### src/rtl/motor_step_gen.sv
// motor_step_gen: per-axis STEP/DIR pulse generator with a signed position counter.
// The decoder registers (divider, moveDir, stepClockEna) are sampled one clock before
// the state machine acts on them; posReset acts on the edge where it is seen.
// Ports:
//   CLK, reset_n       clock, synchronous active-low reset
//   divider            step period in clocks (0 = no stepping)
//   moveDir            requested direction (1 = count up)
//   stepClockEna       run request
//   posReset           synchronous clear of cur_position (beats a simultaneous step)
//   step, dir          driver pins, registered
//   cur_position       two's-complement step count, registered
//   busy               high whenever the generator is not idle, registered
module motor_step_gen #(
    parameter int unsigned DIV_W     = 13,
    parameter int unsigned POS_W     = 32,
    parameter int unsigned PULSE_W   = 8,
    parameter int unsigned DIR_SETUP = 16
) (
    input  logic             CLK,
    input  logic             reset_n,
    input  logic [DIV_W-1:0] divider,
    input  logic             moveDir,
    input  logic             stepClockEna,
    input  logic             posReset,
    output logic             step,
    output logic             dir,
    output logic [POS_W-1:0] cur_position,
    output logic             busy
);

    localparam int unsigned P_MIN = 2 * PULSE_W;
    localparam int unsigned W_P   = (DIV_W > $clog2(P_MIN + 1)) ? DIV_W : $clog2(P_MIN + 1);
    localparam int unsigned CNT_W = (W_P > $clog2(DIR_SETUP + 1)) ? W_P : $clog2(DIR_SETUP + 1);

    typedef enum logic [1:0] {
        S_IDLE   = 2'd0,
        S_DIRSET = 2'd1,
        S_RUN    = 2'd2
    } state_t;

    state_t             state_q, state_d;
    logic [CNT_W-1:0]   cnt_q, cnt_d;
    logic [CNT_W-1:0]   period_q, period_d;
    logic               step_q, step_d;
    logic               dir_q, dir_d;
    logic [POS_W-1:0]   pos_q, pos_d;
    logic               busy_q, busy_d;

    // sampled copies of the decoder registers
    logic [DIV_W-1:0]   div_q;
    logic               dir_req_q;
    logic               ena_q;

    logic               allowed;
    logic               reverse;
    logic               start;
    logic [CNT_W-1:0]   div_ext;
    logic [CNT_W-1:0]   eff_period;

    // state, datapath and input sample registers
    always_ff @(posedge CLK) begin
        if (!reset_n) begin
            state_q   <= S_IDLE;
            cnt_q     <= '0;
            period_q  <= '0;
            step_q    <= 1'b0;
            dir_q     <= 1'b0;
            pos_q     <= '0;
            busy_q    <= 1'b0;
            div_q     <= '0;
            dir_req_q <= 1'b0;
            ena_q     <= 1'b0;
        end else begin
            state_q   <= state_d;
            cnt_q     <= cnt_d;
            period_q  <= period_d;
            step_q    <= step_d;
            dir_q     <= dir_d;
            pos_q     <= pos_d;
            busy_q    <= busy_d;
            div_q     <= divider;
            dir_req_q <= moveDir;
            ena_q     <= stepClockEna;
        end
    end

    // next-state and datapath decode
    always_comb begin
        state_d  = state_q;
        cnt_d    = cnt_q;
        period_d = period_q;
        step_d   = step_q;
        dir_d    = dir_q;
        pos_d    = pos_q;
        start    = 1'b0;

        allowed    = ena_q && (div_q != '0) && (dir_req_q == dir_q);
        reverse    = ena_q && (div_q != '0) && (dir_req_q != dir_q);
        div_ext    = CNT_W'(div_q);
        eff_period = (div_ext > CNT_W'(P_MIN)) ? div_ext : CNT_W'(P_MIN);

        case (state_q)
            S_IDLE: begin
                step_d = 1'b0;
                cnt_d  = '0;
                if (reverse) begin
                    dir_d   = dir_req_q;
                    state_d = S_DIRSET;
                end else if (allowed) begin
                    start = 1'b1;
                end
            end
            S_DIRSET: begin
                step_d = 1'b0;
                if (cnt_q == CNT_W'(DIR_SETUP - 1)) begin
                    cnt_d = '0;
                    if (allowed) begin
                        start = 1'b1;
                    end else begin
                        state_d = S_IDLE;
                    end
                end else begin
                    cnt_d = cnt_q + CNT_W'(1);
                end
            end
            S_RUN: begin
                // decisions are only taken at the period end, so a pulse always completes
                if (cnt_q == period_q - CNT_W'(1)) begin
                    step_d = 1'b0;
                    cnt_d  = '0;
                    if (allowed) begin
                        start = 1'b1;
                    end else if (reverse) begin
                        dir_d   = dir_req_q;
                        state_d = S_DIRSET;
                    end else begin
                        state_d = S_IDLE;
                    end
                end else begin
                    cnt_d  = cnt_q + CNT_W'(1);
                    step_d = (cnt_q + CNT_W'(1)) < CNT_W'(PULSE_W);
                end
            end
            default: begin
                state_d = S_IDLE;
                step_d  = 1'b0;
                cnt_d   = '0;
            end
        endcase

        if (start) begin
            state_d  = S_RUN;
            step_d   = 1'b1;
            cnt_d    = '0;
            period_d = eff_period;
            pos_d    = dir_q ? (pos_q + POS_W'(1)) : (pos_q - POS_W'(1));
        end

        // clear wins over a step counted on the same edge
        if (posReset) begin
            pos_d = '0;
        end

        busy_d = (state_d != S_IDLE);
    end

    assign step         = step_q;
    assign dir          = dir_q;
    assign cur_position = pos_q;
    assign busy         = busy_q;

endmodule

### config.mk
export PLATFORM = sky130hd
export DESIGN_NAME = motor_step_gen
export DESIGN_NICKNAME = d
export VERILOG_FILES = /design/src/rtl/motor_step_gen.sv
export SDC_FILE = /design/constraint.sdc
export NUM_CORES = 1
export LEC_CHECK = 0
export ABC_CLOCK_PERIOD_IN_PS = 6650
export BUFFER_PORTS_ARGS = -buffer_cell sky130_fd_sc_hd__buf_4
export CAP_MARGIN = 20
export CELL_PAD_IN_SITES_DETAIL_PLACEMENT = 1
export CELL_PAD_IN_SITES_GLOBAL_PLACEMENT = 1
export CORE_UTILIZATION = 50
export CTS_BUF_LIST = sky130_fd_sc_hd__clkbuf_4
export CTS_CLUSTER_DIAMETER = 50
export DETAILED_ROUTE_END_ITERATION = 7
export PLACE_DENSITY = 0.94
export SLEW_MARGIN = 15
export SYNTH_ARGS = -nofsm -noshare
export SYNTH_HDL_FRONTEND = slang
export SYNTH_SLANG_ARGS = --single-unit
### constraint.sdc
create_clock -name CLK -period 6.65 [get_ports CLK]
set_clock_uncertainty 0.2 [all_clocks]
set_input_delay 0.3325 -clock CLK [delete_from_list [all_inputs] [get_ports CLK]]
set_output_delay 0.3325 -clock CLK [all_outputs]
set_load 0.01 [all_outputs]
# After elaboration in Yosys (flattened, before gate mapping)
# Cells that the tools add are included.
[classes]
reduce_logical = 10
bitwise = 1
eq_ne = 8
add_sub_neg = 4
n_lt_le_gt_ge = 2
muxes = 25
[ops]
columns = ["operator", "n"]
rows = [
  ["$mux 13", 3],
  ["$add 32x1->32 const B", 1],
  ["$mux 32", 1],
  ["$sub 32x1->32 const B", 1],
  ["$pmux 13 s2", 1],
  ["$add 13x1->13 const B", 1],
  ["$eq 13x13->1", 1],
  ["$eq 13x4->1 const B", 1],
  ["$gt 13x5->1 const B", 1],
  ["$lt 13x4->1 const B", 1],
  ["$reduce_bool 13->1", 1],
  ["$sub 13x1->13 const B", 1],
  ["$mux 2", 6],
  ["$mux 1", 11],
  ["$pmux 2 s3", 1],
  ["$ne 2x2->1 const B", 2],
  ["$reduce_bool 2->1", 2],
  ["$reduce_or 2->1", 2],
  ["$logic_and 1x1->1", 3],
  ["$pmux 1 s3", 1],
  ["$reduce_and 3->1", 1],
  ["$eq 2x1->1 const B", 1],
  ["$eq 2x2->1 const B", 1],
  ["$logic_not 2->1", 1],
  ["4 further kinds", 4],
]
[word_totals]
elab_cells = 60
input_bits = 18
reg_bits = 78

# Depth between registers and ports, before layout
# Gate-level depths: netlist (run 1).
[logic_depth]
word_depth = 9
mapped_depth = 12

# Worst setup path after synthesis (run 1)
# No wires, ideal clock.
[synth_timing]
kind = "register to register"
startpoint = "reg dir_q, in the netlist dir"
endpoint = "reg pos_q[28], in the netlist cur_position[28]"
t_arrival_ps = 3310
t_required_ps = 6380
path_stages_with_launch = 11
n_path_buf = 0
slack_ps = 3069
path_cell_list = "dfxtp_1 > inv_1 > ha_1 > and3_1 > a221oi_1 > or4_1 > a2111oi_2 > o221a_2 > mux2i_1 > o21ai_0 > a21oi_1"
[synth_between]
elab_chain_cells = 5
[synth_lines]
columns = ["element", "line", "source"]
rows = [
  ["from (decl)", "45", "logic dir_q, dir_d;"],
  ["from (signal assigned)", "78", "dir_q <= dir_d;"],
  ["$eq 1x1->1", "97", "allowed = ena_q && (div_q != '0) && (dir_req_q == dir_q);"],
  ["$logic_and 1x1->1", "97", ""],
  ["$mux 1", "109, 117, 131", ""],
  ["$mux 1, on equally long branches", "128, 106, 115", ""],
  ["$pmux 1 s3", "102", "case (state_q)"],
  ["to (signal assigned)", "79", "pos_q <= pos_d;"],
  ["to (decl)", "46", "logic [POS_W-1:0] pos_q, pos_d;"],
]
# Parallel ways exist; a longest one is shown, timed or not.
# A chain may end at the register's enable or synchronous reset.

# Final worst setup path (run 1)
[layout_timing]
startpoint = "reg dir_q, in the netlist dir"
endpoint = "reg pos_q[30], in the netlist cur_position[30]"
# The elaborated chain is that of the path after synthesis.

==> impl_results.md, run 1 <==
- Critical Path, Cell by Cell: inv_1 -> buf_4 -> ha_1 -> a21o_1 -> a221oi_1 -> or4_1 -> a2111oi_2 -> o221a_2 -> a311oi_1 -> xor2_1 -> o21ai_1
- Register share of total power: 39.5%
- Post-cts sizing count: 0
- Hold Path Origin: posReset
- TritonCTS buffer count: 9
- Worst EP arrival: 4080 ps
- Power density over the cells: 221 nW/um^2
- Critical path startpoint category: flip-flop
- Post-synthesis cell type count: 65
- Fin cells: around 800
- Synth Flop Type: dfxtp_1
- Placed cell count: 767
- Vias in the first global route: 5014
- Htree depth: 3
- Async set or reset register ratio after synthesis: 0%
- Worst Hold End: cur_position[29]
- # port buffers: 52
- Sw frac: 37.2%
- Number of synthesized flops with an enable pin: 0
- Outcome: finished, final reports clean
- Gr ovfl total: 0
- Crit-path leading delay family: compound AO/OA/AOI/OAI gates
- Syn_nets: approximately 660
- Overall Global Routing Usage: ~31%
- 1st-iter DRT viols: ~190
- Clock latency on the worst-skew pair: 510 ps
- Crit-path max FO: 33
- Die W: 102 um
- Drt first pass iters: 4
- Power Internal: approximately 800 uW
- Area Overhead vs Synth: 15.5%
- Max_cap viols: 0
- Unrepaired setup endpoints after global routing: no
- Die area: 10400 um^2
- Final Max Tran Viols: 0
- Fmax: 259 MHz
- Required @ worst endpoint: approximately 7000 ps
- Layout Utilization: 59.3%
- Via-per-instance ratio: approximately 6
- Cells after Synth: 606
- Final Cycle Share: 58.0%
- WHS Path Cells: 4
- Worst reg2reg path depth: 11
- Final estimated routing congestion in global placement: 0.860
- Yosys reg bits: 78
- CTS tree: done
- Comb pwr share: 34.7%
- Initial antenna violation count: 0
- Number of hold buffers added after CTS: 16
- Die Y: slightly above 100 um
- Worst slack at placement: 2950 ps
- Critical path's largest stage delay: 610 ps
- Critical path class: reg2reg
- Critical-path top delay cell: or4_1
- Post-route DRC: 0
- Routed WL per cell: 19.2 um
- Diode count: 0
- First-pass GRT wire length: around 25000 um
- CTS Sinks: 78
- Setup WS post-layout: 2790 ps
- P_sw: 474 uW
- I/O pin count: 53
- Leakage power: 0.00241 uW
- Initial Util: 51.4%
- Worst reg2reg path startpoint: dir
- Seq/Total Area, Yosys: between 30 and 40%
- Final Hold Viols: 0
- # fillers: between 1k and 1.5k
- Postcts setup bufs: 0
- DR vias: 4786
- Routed WL: roughly 15000 um
- Pin count of the biggest net entering global routing: 50
- Worst hold path type: in2reg
- CP Capture Type: flip-flop
- Warning count from the yosys run: 0
- Clock slew at reported path FFs: 140 ps
- Final worst path period need: 3860 ps
- Nets: 716
- Setup violators final: 0
- Reg-to-reg endpoint: cur_position[30]
- Critical path buffers and inverters: 2
- CTS Root Cell: clkbuf_4
- Flop-to-flop setup slack: between 2000 and 3000 ps
- Detail Route Antenna Nets: 0
- CORE AREA: ~10000 um^2
- Site Rows: 36
- Slew margin rel.: 47.7%
- Layout cells sized above 1: 12.9%
- Hold slack: 57.1 ps
- Maximum vdd drop: 153 uV
- Max Buffers Root-to-Sink: 2
- Final setup TNS: 0 ps
- Post-Syn Area: between 4000 and 5000 um^2
- Least-Margin Pin Slew: 764 ps
- Hpwl dp: roughly 10000 um
- Clock power frac: 25.8%
- Post-synthesis average cell area: 8.25 um^2
-- worst register-to-register path, delay by kind of cell (launching register included) --
kind	cells	cell delay [ps]
flops	1	470
fa+ha+maj	1	440
simple gates	1	610
buf+inv	2	330
xor+xnor	1	170
compound gates	6	1560
-- cell type report --
cell class | instances | area [um^2] | share of cell area, %
Clock buffer | 9 | 67.6 | 1.17
Clock inverter | 7 | 85.1 | 1.47
Inverter | 15 | 56.3 | 0.976
Multi-Input combinational cell | 486 | 3260 | 56.5
Sequential cell | 78 | 1560 | 27.1
Tap cell | 133 | 166 | 2.88
Timing Repair Buffer | 71 | 573 | 9.93
-- cell families after synthesis --
group | Yosys count | synth area share (%)
flip-flops | 78 | 31.2
adder cells (fa/ha/maj) | 37 | 9.41
XOR/XNOR | 62 | 10.9
AO/OA/AOI/OAI | 145 | 19.3
multiplexers | 14 | 2.80
buffers and inverters | 42 | 3.76
AND/OR/NAND/NOR | 228 | 22.7
-- worst max-delay path by stage --
stage,cells past startpoint,end,start
5_1_grt,11,cur_position[28],dir
2_1_floorplan,10,cur_position[28],dir
3_3_place_gp,11,cur_position[28],dir
4_1_cts,11,cur_position[28],dir
3_5_place_dp,11,cur_position[28],dir
6_report,11,cur_position[30],dir
-- layer usage --
metal / up-vias / wire, um / global-route usage [%]
met4: 0 / 710 / 15.3
met1: 2322 / 6140 / 33.0
met2: 130 / 7930 / 57.6
li1: 2271 / - / -
met3: 63 / 573 / 8.14
met5: - / 0 / 0
-- cells in the mapped netlist, types with 3 or more instances --
cell type | instances | area (um^2)
xnor2_1 | 40 | 350
nor2_1 | 62 | 233
o211ai_1 | 6 | 45.0
a211oi_1 | 7 | 52.6
nand4_1 | 5 | 31.3
a31o_1 | 4 | 35.0
ha_1 | 36 | 450
clkbuf_1 | 18 | 67.6
nor4_1 | 5 | 31.3
nand2_1 | 63 | 236
nor2b_1 | 6 | 37.5
o21ai_0 | 21 | 105
dfxtp_1 | 78 | 1560
inv_1 | 15 | 56.3
and2_1 | 18 | 113
or4_1 | 6 | 45.0
buf_2 | 3 | 15.0
a31oi_1 | 10 | 62.6
or3_1 | 5 | 31.3
and3_1 | 12 | 75.1
nand2b_1 | 3 | 18.8
nor3_1 | 12 | 60.1
mux2i_1 | 14 | 140
a21oi_1 | 43 | 215
nand3_1 | 19 | 95.1
a21boi_0 | 11 | 82.6
buf_4 | 3 | 22.5
a21o_1 | 11 | 82.6
xor2_1 | 22 | 193
o21ai_1 | 4 | 20.0
-- sequential cells by signal, indices dropped and copies added, names as in the netlist --
register	cells
cnt_q	13
busy	1
step	1
period_q	13
div_ext	13
cur_position	32
ena_q	1
dir_req_q	1
dir	1
state_q	2
-- power by group through the flow --
stage	Clock [uW]	Sequential (uW)	Combinational, uW
floorplan	0	513	310
global placement	0	512	394
detailed placement	0	513	415
CTS	332	503	428
global route	350	506	479
finish	328	503	442
-- placed cells by master, fill, tap and decap left out, types with 16 or more instances in the layout --
cell type      instances
xor2_1                22
nand2_1               63
ha_1                  36
dlygate4sd3_1         16
xnor2_1               40
nor2_1                62
o21ai_0               21
buf_4                 55
nand3_1               19
and2_1                18
a21oi_1               43
dfxtp_1               78
-- stage by stage --
step	cell area (um^2)	total power, uW
after floorplan	5000	823
after global placement	5460	906
after detailed placement	5460	928
after CTS	5770	1260
after global routing	5770	1330
final	5770	1270
No activity file was read; power rests on OpenSTA's default activity.
==> run 2: changes to the inputs <==
--- a/config.mk
+++ b/config.mk
@@ -5,16 +5,17 @@
 export SDC_FILE = /design/constraint.sdc
 export NUM_CORES = 1
 export LEC_CHECK = 0
-export ABC_CLOCK_PERIOD_IN_PS = 6650
+export ABC_AREA = 1
+export ABC_CLOCK_PERIOD_IN_PS = 3200
 export BUFFER_PORTS_ARGS = -buffer_cell sky130_fd_sc_hd__buf_4
 export CAP_MARGIN = 20
 export CELL_PAD_IN_SITES_DETAIL_PLACEMENT = 1
 export CELL_PAD_IN_SITES_GLOBAL_PLACEMENT = 1
-export CORE_UTILIZATION = 50
+export CORE_UTILIZATION = 40
 export CTS_BUF_LIST = sky130_fd_sc_hd__clkbuf_4
 export CTS_CLUSTER_DIAMETER = 50
 export DETAILED_ROUTE_END_ITERATION = 7
-export PLACE_DENSITY = 0.94
+export PLACE_DENSITY = 0.85
 export SLEW_MARGIN = 15
 export SYNTH_ARGS = -nofsm -noshare
 export SYNTH_HDL_FRONTEND = slang
==> constraint.sdc (replaced) <==
create_clock -name CLK -period 3.2 [get_ports CLK]
set_clock_uncertainty 0.2 [all_clocks]
set_input_delay 0.16 -clock CLK [delete_from_list [all_inputs] [get_ports CLK]]
set_output_delay 0.16 -clock CLK [all_outputs]
set_load 0.01 [all_outputs]
==> run 2 against run 1 <==
  * Largest cell class unchanged
  * Highest routed layer unchanged
  * Setup slack got worse by 2500 ps
  * Power up 130%
  * Via count increased by 21%
  * Critical path type unchanged
  * Clock power increased by 96%
  * Cell count up 42%
  * Register-to-register slack worse by 2500 ps
  * First-iteration DRC count rose by 48%
  * Count of clock-buffer cells in the layout is 2 higher
  * Global-route usage fell by 5.6 points
==> impl_results.md, run 2 <==
- Die area: 14500 um^2
- I/O pin count: 53
- Drt first pass iters: 4
- Routed WL per cell: around 15 um
- CP Capture Type: flip-flop
- Yosys reg bits: 78
- Final worst path period need: 2950 ps
- Least-Margin Pin Slew: 472 ps
- Detail Route Antenna Nets: 0
- Max Buffers Root-to-Sink: 2
- Placed cell count: 1087
- Most frequent cells in the layout: nand2_1, nor2_1, inv_1
- First-pass GRT wire length: 29300 um
- TritonCTS buffer count: 9
- Postcts setup bufs: 0
- Xor and xnor area share after synthesis: 7.19%
- CTS tree: done
- Final setup TNS: 0 ps
- Via-per-instance ratio: 5.09
- Die W: 120 um
- Hpwl dp: 12600 um
- Hold Path Origin: div_ext[12]
- Critical path class: reg2reg
- Setup violators final: 0
- Layout cells sized above 1: 10.2%
- Fmax: 339 MHz
- Warning count from the yosys run: 0
- DR vias: 5782
- Unrepaired setup endpoints after global routing: no
- Leakage power: 0.00333 uW
- Met3 GRT Util: 5.38%
- CTS Sinks: between 70 and 80
- WHS Path Cells: 2
- Worst Hold End: period_q[12]
- Routed WL: around 17000 um
- Syn_nets: 925
- Slew margin rel.: 68.2%
- Post-synthesis adder-cell area fraction: 8.40%
- Max reg flops: 32
- Overall Global Routing Usage: about a quarter
- # fillers: between 1.5k and 2k
- Initial Util: 41.6%
- Flop-to-flop setup slack: 250 ps
- Critical path buffers and inverters: 2
- Synth Area in Simple Gates: 38.5%
- Setup WS post-layout: 249 ps
- Final Hold Viols: 0
- Critical path's largest stage delay: 420 ps
- Worst hold path type: reg2reg
- Final Max Tran Viols: 0
- Worst reg2reg path startpoint: dir
- Max_cap viols: 0
- Cells after Synth: 870
- Vias in the first global route: 6013
- Number of synthesized flops with an enable pin: 0
- CORE AREA: 13500 um^2
- Worst slack at placement: between 200 and 300 ps
- Pin count of the biggest net entering global routing: 36
- Seq/Total Area, Yosys: 27.9%
- Post-route DRC: 0
- Synth Area in Compound Gates: under 10%
- Top post-synthesis cells by area: dfxtp_1, nand2_1, nor2_1
- Maximum vdd drop: 323 uV
- Initial antenna violation count: 1
- Synth Flop Type: dfxtp_1
- Final estimated routing congestion in global placement: between 0.8 and 0.9
- Post-synth top area share: roughly 28%
- Critical Path, Cell by Cell: inv_1 -> buf_12 -> ha_1 -> nand3_1 -> nand2_1 -> a21oi_1 -> o21ai_0 -> a21oi_1 -> or2_2 -> nand2_1 -> nand2_1 -> a21oi_1 -> nor2_1
- Site Rows: 42
- Htree depth: 3
- Crit-path leading delay family: compound AO/OA/AOI/OAI gates
- Post-synthesis mux area share: 0%
- Met2 usage: 43.7%
- Nets: between 1k and 1.5k
- Area Overhead vs Synth: 18.6%
- Final Cycle Share: 92.2%
- Met1 global-route usage: 32.6%
- Area leader, netlist: dfxtp_1
- Most numerous cell in the Yosys netlist: nand2_1
- Synth cell count leaders: nand2_1, nor2_1, inv_1, dfxtp_1, nand3_1
- Outcome: finished, final reports clean
- Most common cell after layout, fill and taps aside: nand2_1
- Clock latency on the worst-skew pair: approximately 500 ps
- Worst reg2reg path depth: 13
- CP Launch Point: dir
- Post-synthesis cell type count: 40
- Largest family of logic cells by synthesized area: simple AND/OR/NAND/NOR gates
- Required @ worst endpoint: 3420 ps
- Reg-to-reg endpoint: cur_position[28]
- Post-synthesis average cell area: around 6.4 um^2
- Worst EP arrival: 3170 ps
- Die Y: ~120 um
- # port buffers: between 50 and 60
- Gr ovfl total: 0
- Fin cells: 1136
- Critical path startpoint category: flip-flop
- Post-Syn Area: ~5600 um^2
- Clock slew at reported path FFs: roughly 140 ps
- Crit-path max FO: 23
- 1st-iter DRT viols: approximately 270
- Power density over the cells: approximately 440 nW/um^2
- Async set or reset register ratio after synthesis: 0%
- CTS Root Cell: clkbuf_4
- Critical-path top delay cell: dfxtp_1
- Busiest grt layer: met2
-- run 2: cell count changes in the layout (fill, tap and decap cells not counted), moves of 9 or more --
cell	change
xnor2_1	-17
nand3_1	+53
and3_1	-12
nand3b_1	+9
dlygate4sd3_1	+16
nor2_1	+71
nor3_1	+11
mux2i_1	-14
nand4_1	+10
and2_1	-15
nand2_1	+166
inv_1	+76
-- run 2: worst max path at each step --
stage,endpoint,slack [ps],cells past startpoint
finish,cur_position[28],250,13
global route,cur_position[27],30,16
CTS,cur_position[28],260,13
detailed placement,cur_position[28],280,13
global placement,cur_position[28],350,13
floorplan,cur_position[28],210,12
-- run 2: what timing repair did --
item                                    in CTS  in global routing
hold endpoints to repair                    55                  0
resized for setup                            0                  2
endpoints found under the setup margin       0                 12
hold buffers                                32                  0
-- run 2: metrics by stage --
stage | area, um^2 | util (%) | power (uW) | hold WS (ps)
after detailed placement | 6180 | 45.9 | 2220 | 149
final | 6640 | 49.4 | 2890 | 271
after CTS | 6630 | 49.3 | 2890 | 275
after global placement | 6180 | 45.9 | 2180 | 146
after global routing | 6640 | 49.4 | 3090 | 312
after floorplan | 5600 | - | 1920 | 57.6
-- run 2: logic make-up after synthesis --
family | count (synthesis)
DFF | 78
xor gates and xnor gates | 46
and+or+nand+nor | 503
AOI/OAI and AO/OA | 91
adders and majority gates | 37
buffers and inverters | 115
-- run 2: power by group --
| group | switching [uW] | total, uW | internal, uW |
|---|---|---|---|
| Combinational | 749 | 1200 | 448 |
| Sequential | 37.4 | 1050 | 1010 |
| Clock | 395 | 644 | 249 |
-- run 2: routing by layer --
metal | share of wire (%) | wire [um]
met5 | 0 | 0
met4 | 1.2 | 207
met3 | 3.4 | 601
met2 | 47 | 8210
met1 | 48 | 8460
-- run 2: cell type report --
cell class                      instances  area [um^2]  area share, %
Inverter                               95          362           5.44
Tap cell                              176          220           3.32
Timing Repair Buffer                   93          795           12.0
Multi-Input combinational cell        677         3570           53.7
Sequential cell                        78         1560           23.5
Clock buffer                           11         82.6           1.24
Clock inverter                          5         50.0          0.753
Antenna cell                            1         2.50         0.0377
-- run 2: worst min-delay path, delay by kind of cell, from the launching register on --
kind / cells / cell delay [ps]
AND/OR/NAND/NOR: 2 / 120
flip-flops: 1 / 340
==> run 3: changes to the inputs <==
--- a/config.mk
+++ b/config.mk
@@ -16,6 +16,7 @@
 export CTS_CLUSTER_DIAMETER = 50
 export DETAILED_ROUTE_END_ITERATION = 7
 export PLACE_DENSITY = 0.85
+export REMOVE_ABC_BUFFERS = 1
 export SLEW_MARGIN = 15
 export SYNTH_ARGS = -nofsm -noshare
 export SYNTH_HDL_FRONTEND = slang
==> constraint.sdc (replaced) <==
create_clock -name CLK -period 3.2 [get_ports CLK]
set_clock_uncertainty 0.2 [all_clocks]
set_input_delay 0.48 -clock CLK [delete_from_list [all_inputs] [get_ports CLK]]
set_output_delay 0.48 -clock CLK [all_outputs]
set_load 0.01 [all_outputs]
==> run 3 against run 2 <==
  * Sequential share of layout area is 0.39 points higher
  * Power is 0.62% higher
  * Fmax is 0.40% lower
  * Critical path type unchanged
  * Utilization is 0.77 points lower
  * Critical path depth is 2 higher
  * Non-clock buffer count is 13 lower
  * Final area is 1.6% lower
  * Cell count is 1.1% lower
==> impl_results.md, run 3 (synthesis results as in run 2) <==
- Outcome: finished, final reports clean
- Setup violators final: 0
- Critical path class: reg2reg
- Overall Global Routing Usage: around 24%
- Layout cells sized above 1: 11.2%
- DR vias: 5715
- # port buffers: 52
- Initial Util: 41.6%
- CTS tree: done
- Die W: 120 um
- 1st-iter DRT viols: roughly 220
- Least-Margin Pin Slew: 438 ps
- Crit-path max FO: 5
- Detail Route Antenna Nets: 0
- Worst EP arrival: 3160 ps
- CORE AREA: between 10000 and 15000 um^2
- Setup WS post-layout: roughly 240 ps
- Slew margin rel.: 70.6%
- Layout Utilization: 48.6%
- Worst hold path type: in2reg
- CTS Root Cell: clkbuf_4
- Nets: 997
- Final worst path period need: 2960 ps
- Maximum vdd drop: 170 uV
- Most frequent CP cell: nand2_1
- Most common cell after layout, fill and taps aside: nand2_1
- Required @ worst endpoint: 3400 ps
- Final estimated routing congestion in global placement: 0.870
- Most frequent cells in the layout: nand2_1, nor2_1, inv_1
- Site Rows: 42
- Leakage power: approximately 0.0033 uW
- Via-per-instance ratio: 5.09
- First-pass GRT wire length: 27900 um
- Worst slack at placement: 130 ps
- I/O pin count: 53
- Final Cycle Share: between 90% and 100%
- Critical Path, Cell by Cell: clkinvlp_4 -> buf_4 -> buf_4 -> ha_1 -> nand2_1 -> inv_1 -> a21oi_1 -> o21ai_0 -> nand2_1 -> nand3_1 -> nand3_1 -> nand2_1 -> xor2_1 -> nor2_1 -> nor2_1
- Critical path's largest stage delay: 460 ps
- Die Y: approximately 120 um
- Routed WL per cell: 14.9 um
- Htree depth: 3
- Gr ovfl total: 0
- Final Hold Viols: 0
- CP Capture Type: flip-flop
- Fmax: ~340 MHz
- Initial antenna violation count: 1
- TritonCTS buffer count: 9
- # fillers: approximately 1.9k
- Sequential cell area: 1560 um^2
- Die area: around 14000 um^2
- Final Max Tran Viols: 0
- Area Overhead vs Synth: 16.7%
- Critical path startpoint category: flip-flop
- Power density over the cells: approximately 440 nW/um^2
- Critical-path top delay cell: dfxtp_2
- Hpwl dp: approximately 12000 um
- Routed WL: roughly 17000 um
- Vias in the first global route: 5932
- CTS Sinks: 78
- Clock slew at reported path FFs: 130 ps
- Max_cap viols: 0
- Max Buffers Root-to-Sink: 2
- Max reg flops: 32
- Area of the multi-input gates: 3590 um^2
- Post-route DRC: 0
- Drt first pass iters: 4
- Clock latency on the worst-skew pair: 480 ps
- Pin count of the biggest net entering global routing: 36
==> run 3: final timing paths <==
check / slack [ps] / startpoint / endpoint / cells after the start
max: 240 / dir / cur_position[29] / 15
min: 170 / reset_n / div_ext[9] / 3
max reg2reg: 240 / dir / cur_position[29] / 15
min reg2reg: 280 / period_q[12] / period_q[12] / 2
==> run 3: metrics by stage <==
stage	area, um^2	setup TNS, ps	instances	hold WS (ps)	power, uW
after CTS	6470	0	1116	141	2910
after floorplan	5490	0	850	238	1900
after detailed placement	6160	0	1086	272	2200
final	6540	0	1123	170	2910
after global routing	6540	-25.3	1123	158	3150
after global placement	6160	0	1086	264	2170
==> run 3: layout make-up <==
| class | count | share of cell area (%) |
|---|---|---|
| Timing Repair Buffer | 80 | 9.76 |
| Timing Repair inverter | 1 | 0.0765 |
| Tap cell | 176 | 3.37 |
| Multi-Input combinational cell | 677 | 54.9 |
| Clock inverter | 6 | 1.34 |
| Sequential cell | 78 | 23.9 |
| Antenna cell | 1 | 0.0383 |
| Clock buffer | 9 | 1.03 |
| Inverter | 95 | 5.63 |
==> run 3: critical path: cells and delay by family, from the launching register on <==
family                     cells  cell delay [ps]
adders and majority gates      1              360
xor gates and xnor gates       1              140
DFF                            1              460
buffers and inverters          4              620
AOI/OAI and AO/OA              2              340
and+or+nand+nor                7              740
==> run 3: repair_timing <==
| item | in CTS | in global routing |
|---|---|---|
| resized for setup | 0 | 8 |
| hold endpoints to repair | 15 | 0 |
| hold buffers | 15 | 0 |
| endpoints found under the setup margin | 0 | 55 |
| setup buffers | 0 | 5 |
==> run 3: power breakdown <==
part	internal, uW	switching, uW
logic	437	728
registers	1010	39.0
clock network	312	380
==> run 3: per-layer routing <==
layer / global-route usage (%) / up-vias / wire length (um)
met1: 27.8 / 2685 / 7390
met5: 0 / - / 0
met2: 44.6 / 55 / 8610
li1: - / 2949 / -
met3: 4.10 / 26 / 357
met4: 8.56 / 0 / 366
